File: config.mk
export PLATFORM = sky130hd
export DESIGN_NAME = alu_seq_ctrl
export DESIGN_NICKNAME = d
export VERILOG_FILES = /design/src/rtl/alu_pkg.sv /design/src/rtl/alu.sv /design/src/rtl/alu_seq_ctrl.sv
export SDC_FILE = /design/constraint.sdc
export NUM_CORES = 1
export LEC_CHECK = 0
export ABC_AREA = 1
export CAP_MARGIN = 20
export CELL_PAD_IN_SITES_DETAIL_PLACEMENT = 2
export CELL_PAD_IN_SITES_GLOBAL_PLACEMENT = 2
export CORE_MARGIN = 3
export CORE_UTILIZATION = 35
export DETAILED_ROUTE_END_ITERATION = 6
export GPL_ROUTABILITY_DRIVEN = 0
export PLACE_DENSITY = 0.84
export SYNTH_ARGS = -nofsm -noshare
export SYNTH_HDL_FRONTEND = slang
export SYNTH_HIERARCHICAL = 1
export SYNTH_SLANG_ARGS = --single-unit
File: constraint.sdc
create_clock -name clk -period 17.05 [get_ports clk]
set_input_delay 5.115 -clock clk [delete_from_list [all_inputs] [get_ports clk]]
set_output_delay 5.115 -clock clk [all_outputs]
set_load 0.01 [all_outputs]
File: src/rtl/alu_pkg.sv
// Shared types for the ALU sequencing front-end: opcodes, status flags, FSM states.
package alu_pkg;

  typedef enum logic [2:0] {
    OP_ADD = 3'b000,
    OP_SUB = 3'b001,
    OP_MUL = 3'b010,
    OP_DIV = 3'b011,
    OP_MOD = 3'b100
  } op_e;

  typedef struct packed {
    logic z;
    logic n;
    logic v;
    logic dz;
  } flags_t;

  typedef enum logic [1:0] {
    S_IDLE = 2'd0,
    S_EXEC = 2'd1,
    S_RESP = 2'd2
  } state_e;

endpackage

File: src/rtl/alu.sv
// Combinational signed ALU. Results are truncated to WIDTH bits; the full-width
// product is exported so the caller can judge multiply overflow.
module alu
  import alu_pkg::*;
#(
  parameter int WIDTH = 8
) (
  input  logic [2:0]               op,
  input  logic signed [WIDTH-1:0]  a,
  input  logic signed [WIDTH-1:0]  b,
  output logic signed [WIDTH-1:0]  res,
  output logic signed [2*WIDTH-1:0] prod
);

  logic signed [2*WIDTH-1:0] a_w;
  logic signed [2*WIDTH-1:0] b_w;

  // Operation select; division/modulo truncate toward zero, modulo takes the sign of a.
  always_comb begin
    a_w  = {{WIDTH{a[WIDTH-1]}}, a};
    b_w  = {{WIDTH{b[WIDTH-1]}}, b};
    prod = a_w * b_w;
    res  = a;
    case (op)
      OP_ADD:  res = a + b;
      OP_SUB:  res = a - b;
      OP_MUL:  res = prod[WIDTH-1:0];
      OP_DIV:  res = a / b;
      OP_MOD:  res = a % b;
      default: res = a;
    endcase
  end

endmodule

File: src/rtl/alu_seq_ctrl.sv
// Valid/ready sequencer around the signed alu: latch request, execute for one
// cycle, hold the flagged response until accepted, count ops and div-by-zero errors.
module alu_seq_ctrl
  import alu_pkg::*;
#(
  parameter int WIDTH = 8,
  parameter int CNT_W = 16
) (
  input  logic                    clk,
  input  logic                    rst,
  input  logic                    req_valid,
  output logic                    req_ready,
  input  logic [2:0]              req_op,
  input  logic signed [WIDTH-1:0] req_a,
  input  logic signed [WIDTH-1:0] req_b,
  output logic                    rsp_valid,
  input  logic                    rsp_ready,
  output logic signed [WIDTH-1:0] rsp_data,
  output flags_t                  rsp_flags,
  output logic [CNT_W-1:0]        op_count,
  output logic [CNT_W-1:0]        err_count
);

  localparam logic signed [WIDTH-1:0] MIN_V = {1'b1, {(WIDTH-1){1'b0}}};
  localparam logic signed [WIDTH-1:0] ONE_V = {{(WIDTH-1){1'b0}}, 1'b1};
  localparam logic signed [WIDTH-1:0] NEG1  = {WIDTH{1'b1}};

  state_e state_q, state_d;
  logic   load_p0, exec_p1, hs;

  logic [2:0]                op_p0;
  logic signed [WIDTH-1:0]   a_p0, b_p0;

  logic                      dz_p1;
  logic signed [WIDTH-1:0]   b_alu, alu_res, res_p1;
  logic signed [2*WIDTH-1:0] prod_p1;
  flags_t                    flags_p1;

  function automatic logic add_ovf(input logic signed [WIDTH-1:0] x, y, r);
    return (x[WIDTH-1] == y[WIDTH-1]) && (r[WIDTH-1] != x[WIDTH-1]);
  endfunction

  function automatic logic sub_ovf(input logic signed [WIDTH-1:0] x, y, r);
    return (x[WIDTH-1] != y[WIDTH-1]) && (r[WIDTH-1] != x[WIDTH-1]);
  endfunction

  function automatic logic mul_ovf(input logic signed [2*WIDTH-1:0] p,
                                   input logic signed [WIDTH-1:0] r);
    return p != {{WIDTH{r[WIDTH-1]}}, r};
  endfunction

  function automatic logic div_ovf(input logic signed [WIDTH-1:0] x, y);
    return (x == MIN_V) && (y == NEG1);
  endfunction

  // FSM state register.
  always_ff @(posedge clk) begin
    if (rst) state_q <= S_IDLE;
    else     state_q <= state_d;
  end

  // Next state and handshake outputs.
  always_comb begin
    state_d   = state_q;
    req_ready = 1'b0;
    rsp_valid = 1'b0;
    load_p0   = 1'b0;
    exec_p1   = 1'b0;
    hs        = 1'b0;
    case (state_q)
      S_IDLE: begin
        req_ready = 1'b1;
        if (req_valid) begin
          load_p0 = 1'b1;
          state_d = S_EXEC;
        end
      end
      S_EXEC: begin
        exec_p1 = 1'b1;
        state_d = S_RESP;
      end
      S_RESP: begin
        rsp_valid = 1'b1;
        if (rsp_ready) begin
          hs      = 1'b1;
          state_d = S_IDLE;
        end
      end
      default: state_d = S_IDLE;
    endcase
  end

  // ---- stage p0: operand capture on request handshake ----
  // Operand registers; plain data, no reset needed.
  always_ff @(posedge clk) begin
    if (load_p0) begin
      op_p0 <= req_op;
      a_p0  <= req_a;
      b_p0  <= req_b;
    end
  end

  // ---- stage p1: execute on latched operands ----
  // Zero-divisor guard keeps the divider away from b=0.
  always_comb begin
    dz_p1 = ((op_p0 == OP_DIV) || (op_p0 == OP_MOD)) && (b_p0 == '0);
    b_alu = dz_p1 ? ONE_V : b_p0;
  end

  alu #(.WIDTH(WIDTH)) u_alu (
    .op   (op_p0),
    .a    (a_p0),
    .b    (b_alu),
    .res  (alu_res),
    .prod (prod_p1)
  );

  // Result forcing and status flags.
  always_comb begin
    res_p1      = dz_p1 ? '0 : alu_res;
    flags_p1    = '0;
    flags_p1.z  = (res_p1 == '0);
    flags_p1.n  = res_p1[WIDTH-1];
    flags_p1.dz = dz_p1;
    if (!dz_p1) begin
      case (op_p0)
        OP_ADD:  flags_p1.v = add_ovf(a_p0, b_p0, res_p1);
        OP_SUB:  flags_p1.v = sub_ovf(a_p0, b_p0, res_p1);
        OP_MUL:  flags_p1.v = mul_ovf(prod_p1, res_p1);
        OP_DIV:  flags_p1.v = div_ovf(a_p0, b_p0);
        default: flags_p1.v = 1'b0;
      endcase
    end
  end

  // ---- stage p2: response held until consumer accepts ----
  // Response registers; cleared on reset so a dropped op leaves nothing behind.
  always_ff @(posedge clk) begin
    if (rst) begin
      rsp_data  <= '0;
      rsp_flags <= '0;
    end else if (exec_p1) begin
      rsp_data  <= res_p1;
      rsp_flags <= flags_p1;
    end
  end

  // Completed-op and div-by-zero counters, wrapping silently.
  always_ff @(posedge clk) begin
    if (rst) begin
      op_count  <= '0;
      err_count <= '0;
    end else if (hs) begin
      op_count  <= op_count + CNT_W'(1);
      err_count <= err_count + CNT_W'(rsp_flags.dz);
    end
  end

endmodule

==> results.toml <==
[final_layout]
instances_no_fill = 1641
drive_gt1_share_pct = 9.42
layout_common_cells = "nand2_1, inv_1, nor2_1"
nets = 1475
syn2layout_area_growth_pct = 14.3
n_antenna_cell = 0
mostFrequentLayoutCell = "nand2_1"

[global_route]
grt.total_usage_pct = 25.5
antenna_found_initial = 0
grt_max_degree = 27
grt-ovfl-total = 0
first_global_vias = 10029
grt_pass1_wl_mm = 54.5

[placement]
numPlacedInstances = 1623
portBuffers = 68
hpwlAfterDp_mm = 26.5
place_ws_ns = 1.66

[yosys]
synth_seq_cells = 64
synthDistinctLibCells = 61
synth_top_flop_cell = "dfxtp_1"
avgSynthCellArea_sq_um = 7.06
synthesis.nets = 1425
mappedNetlistArea_sq_um = 8910
synth-edff-count = 19
yosys_warnings = 6
yosysSeqAreaShare_pct = 16.5
synth_cells = 1262
async_flop_share_pct = 0

[timing]
hold_violations = 0
slew_headroom_pct = 32.1
tns_ns = 0
period_needed_ns = 15.46
tightest_slew_ns = 1.01
fin_crit_sh_pct = 90.7
fin_ws_ns = 1.59
setup_viol = 0
fin_skew_ns = 0.00969
max_freq_mhz = 64.7
whs_ns = 0.495
drv_slew = 0

[setup_path]
path_class = "register to register"
critPathLaunchType = "register"
cp.arrival_ns = 15.63
cp.required_ns = 17.22
rr_endpoint = "rsp_flags[1]"
reg2reg_depth = 98
critical_path_peak_fanout = 18
worstReg2RegStart = "b_p0[6]"
reg2reg_slack_ns = 1.59
crit_path_end_kind = "register"
cp_slowest_cell = "edfxtp_1"
slowest_delay_ns = 0.76
cp_common_cell = "nand2_1"

[die]
die_w_microns = 166
core_sq_um = 24700
io_pins = 69
fp.dieArea_sq_um = 27400
rows = 57
die_h_microns = 166
start_util_pct = 36.1

[power_and_ir_drop]
powerDensity_nw_per_um2 = 135
vdd_ir_drop_max_mv = 0.0956
p_leak_nw = 5.04
p_total_mw = 1.38

[clock_network]
ctsHoldBuffers = 0
cts_buffers = 9
post-cts-setup-buffers = 0
cts.htree.levels = 3
clockBufferDepth = 2
clock_latency_ns = 0.35
clk_pin_slew_ns = 0.06
cts-root-buf = "clkbuf_16"
cts_num_sinks = 64
cts_resized = 0
cts_tree = "yes"

[route]
drc = 0
wirelength_mm = 34.1
dr.pass1.iters = 4
drtIter0Drc = 438
vias = 8733
wire_per_inst_microns = 20.8
ant_nets = 0
via_per_inst = 5.32

[hold_path]
hold_path_class = "register to register"
holdPathEnd = "err_count[0]"
min_from = "err_count[0]"
worstHoldPathCells = 2

[job]
drv_cap = 0

[outcome]
status = "finished, final reports clean"
## registers in the layout (all words and copies together), names as in the netlist
register   count
rsp_data       8
op_count      16
rsp_flags      3
err_count     16
op_p0          3
b_p0           8
a_p0           8
state_q        2
## critical path: cells and delay by family, from the launching register on
family,cells,cell delay [ns]
xor+xnor,1,0.15
fa+ha+maj,8,2.59
buf+inv,12,1.52
flops,1,0.76
compound gates,19,2.98
simple gates,58,7.28
## layer usage
layer	up-vias	share of wire [%]	track usage, %
met2	146	51	46.5
li1	4128	-	-
met3	63	2.5	2.74
met4	0	2.9	8.81
met1	4396	43	31.2
met5	-	0	0
## kinds of logic (layout without fill, tap and decap cells)
logic type	Yosys count	count (layout)	synth area share, %
compound gates	176	176	11.3
xor+xnor	44	44	4.33
fa+ha+maj	140	140	24.5
buf+inv	262	317	11.8
flops	64	64	16.5
simple gates	576	576	31.5
## synth_stat cells, drive strengths merged, types with 4 or more instances
cell type | instances | share of area (%)
nand2 | 301 | 13
inv | 224 | 9.6
nor2 | 114 | 5.6
nand3 | 94 | 7.5
ha | 83 | 12
a21oi | 71 | 4.0
o21ai | 68 | 4.0
fa | 57 | 13
dfxtp | 45 | 10
xor2 | 33 | 3.2
edfxtp | 19 | 6.4
buf | 18 | 1.4
nand4 | 18 | 1.3
clkbuf | 17 | 0.72
nor3 | 14 | 0.91
or2 | 11 | 0.77
xnor2 | 11 | 1.1
and2 | 8 | 0.59
nand3b | 7 | 0.59
nor4 | 7 | 0.56
o21a | 6 | 0.51
o21bai | 5 | 0.46
a211oi | 4 | 0.34
o211ai | 4 | 0.39
## how the worst max path moves through the flow
stage,start,endpoint,slack [ns],cells past startpoint
final,b_p0[6],rsp_flags[1],1.59,98
after global routing,b_p0[6],rsp_flags[1],-0.02,99
after CTS,b_p0[6],rsp_flags[1],1.37,99
after detailed placement,b_p0[6],rsp_flags[1],1.66,99
after global placement,b_p0[6],rsp_flags[1],2.58,99
after floorplan,op_p0[2],rsp_flags[1],5.07,101
## layout make-up
cell class | count | area, sq um
Fill cell | 3016 | 14500
Multi-Input combinational cell | 936 | 6390
Sequential cell | 64 | 1470
Inverter | 227 | 862
Timing Repair Buffer | 74 | 726
Tap cell | 324 | 405
Clock buffer | 10 | 239
Clock inverter | 6 | 90.1
## per-stage QoR
step	cell area [sq um]	utilization, %
after floorplan	8910	-
after global placement	9840	39.9
after detailed placement	9840	39.9
after CTS	10200	41.2
after global routing	10200	41.3
final	10200	41.3
## where the power goes
group          leakage, nW  switching [mW]  internal [mW]  total, mW
clock                0.164          0.0794          0.133      0.212
sequential           0.546          0.0135          0.163      0.177
combinational         4.34           0.640          0.351      0.991
total                 5.04           0.733          0.647       1.38
Power figures use the tool's default switching activity.
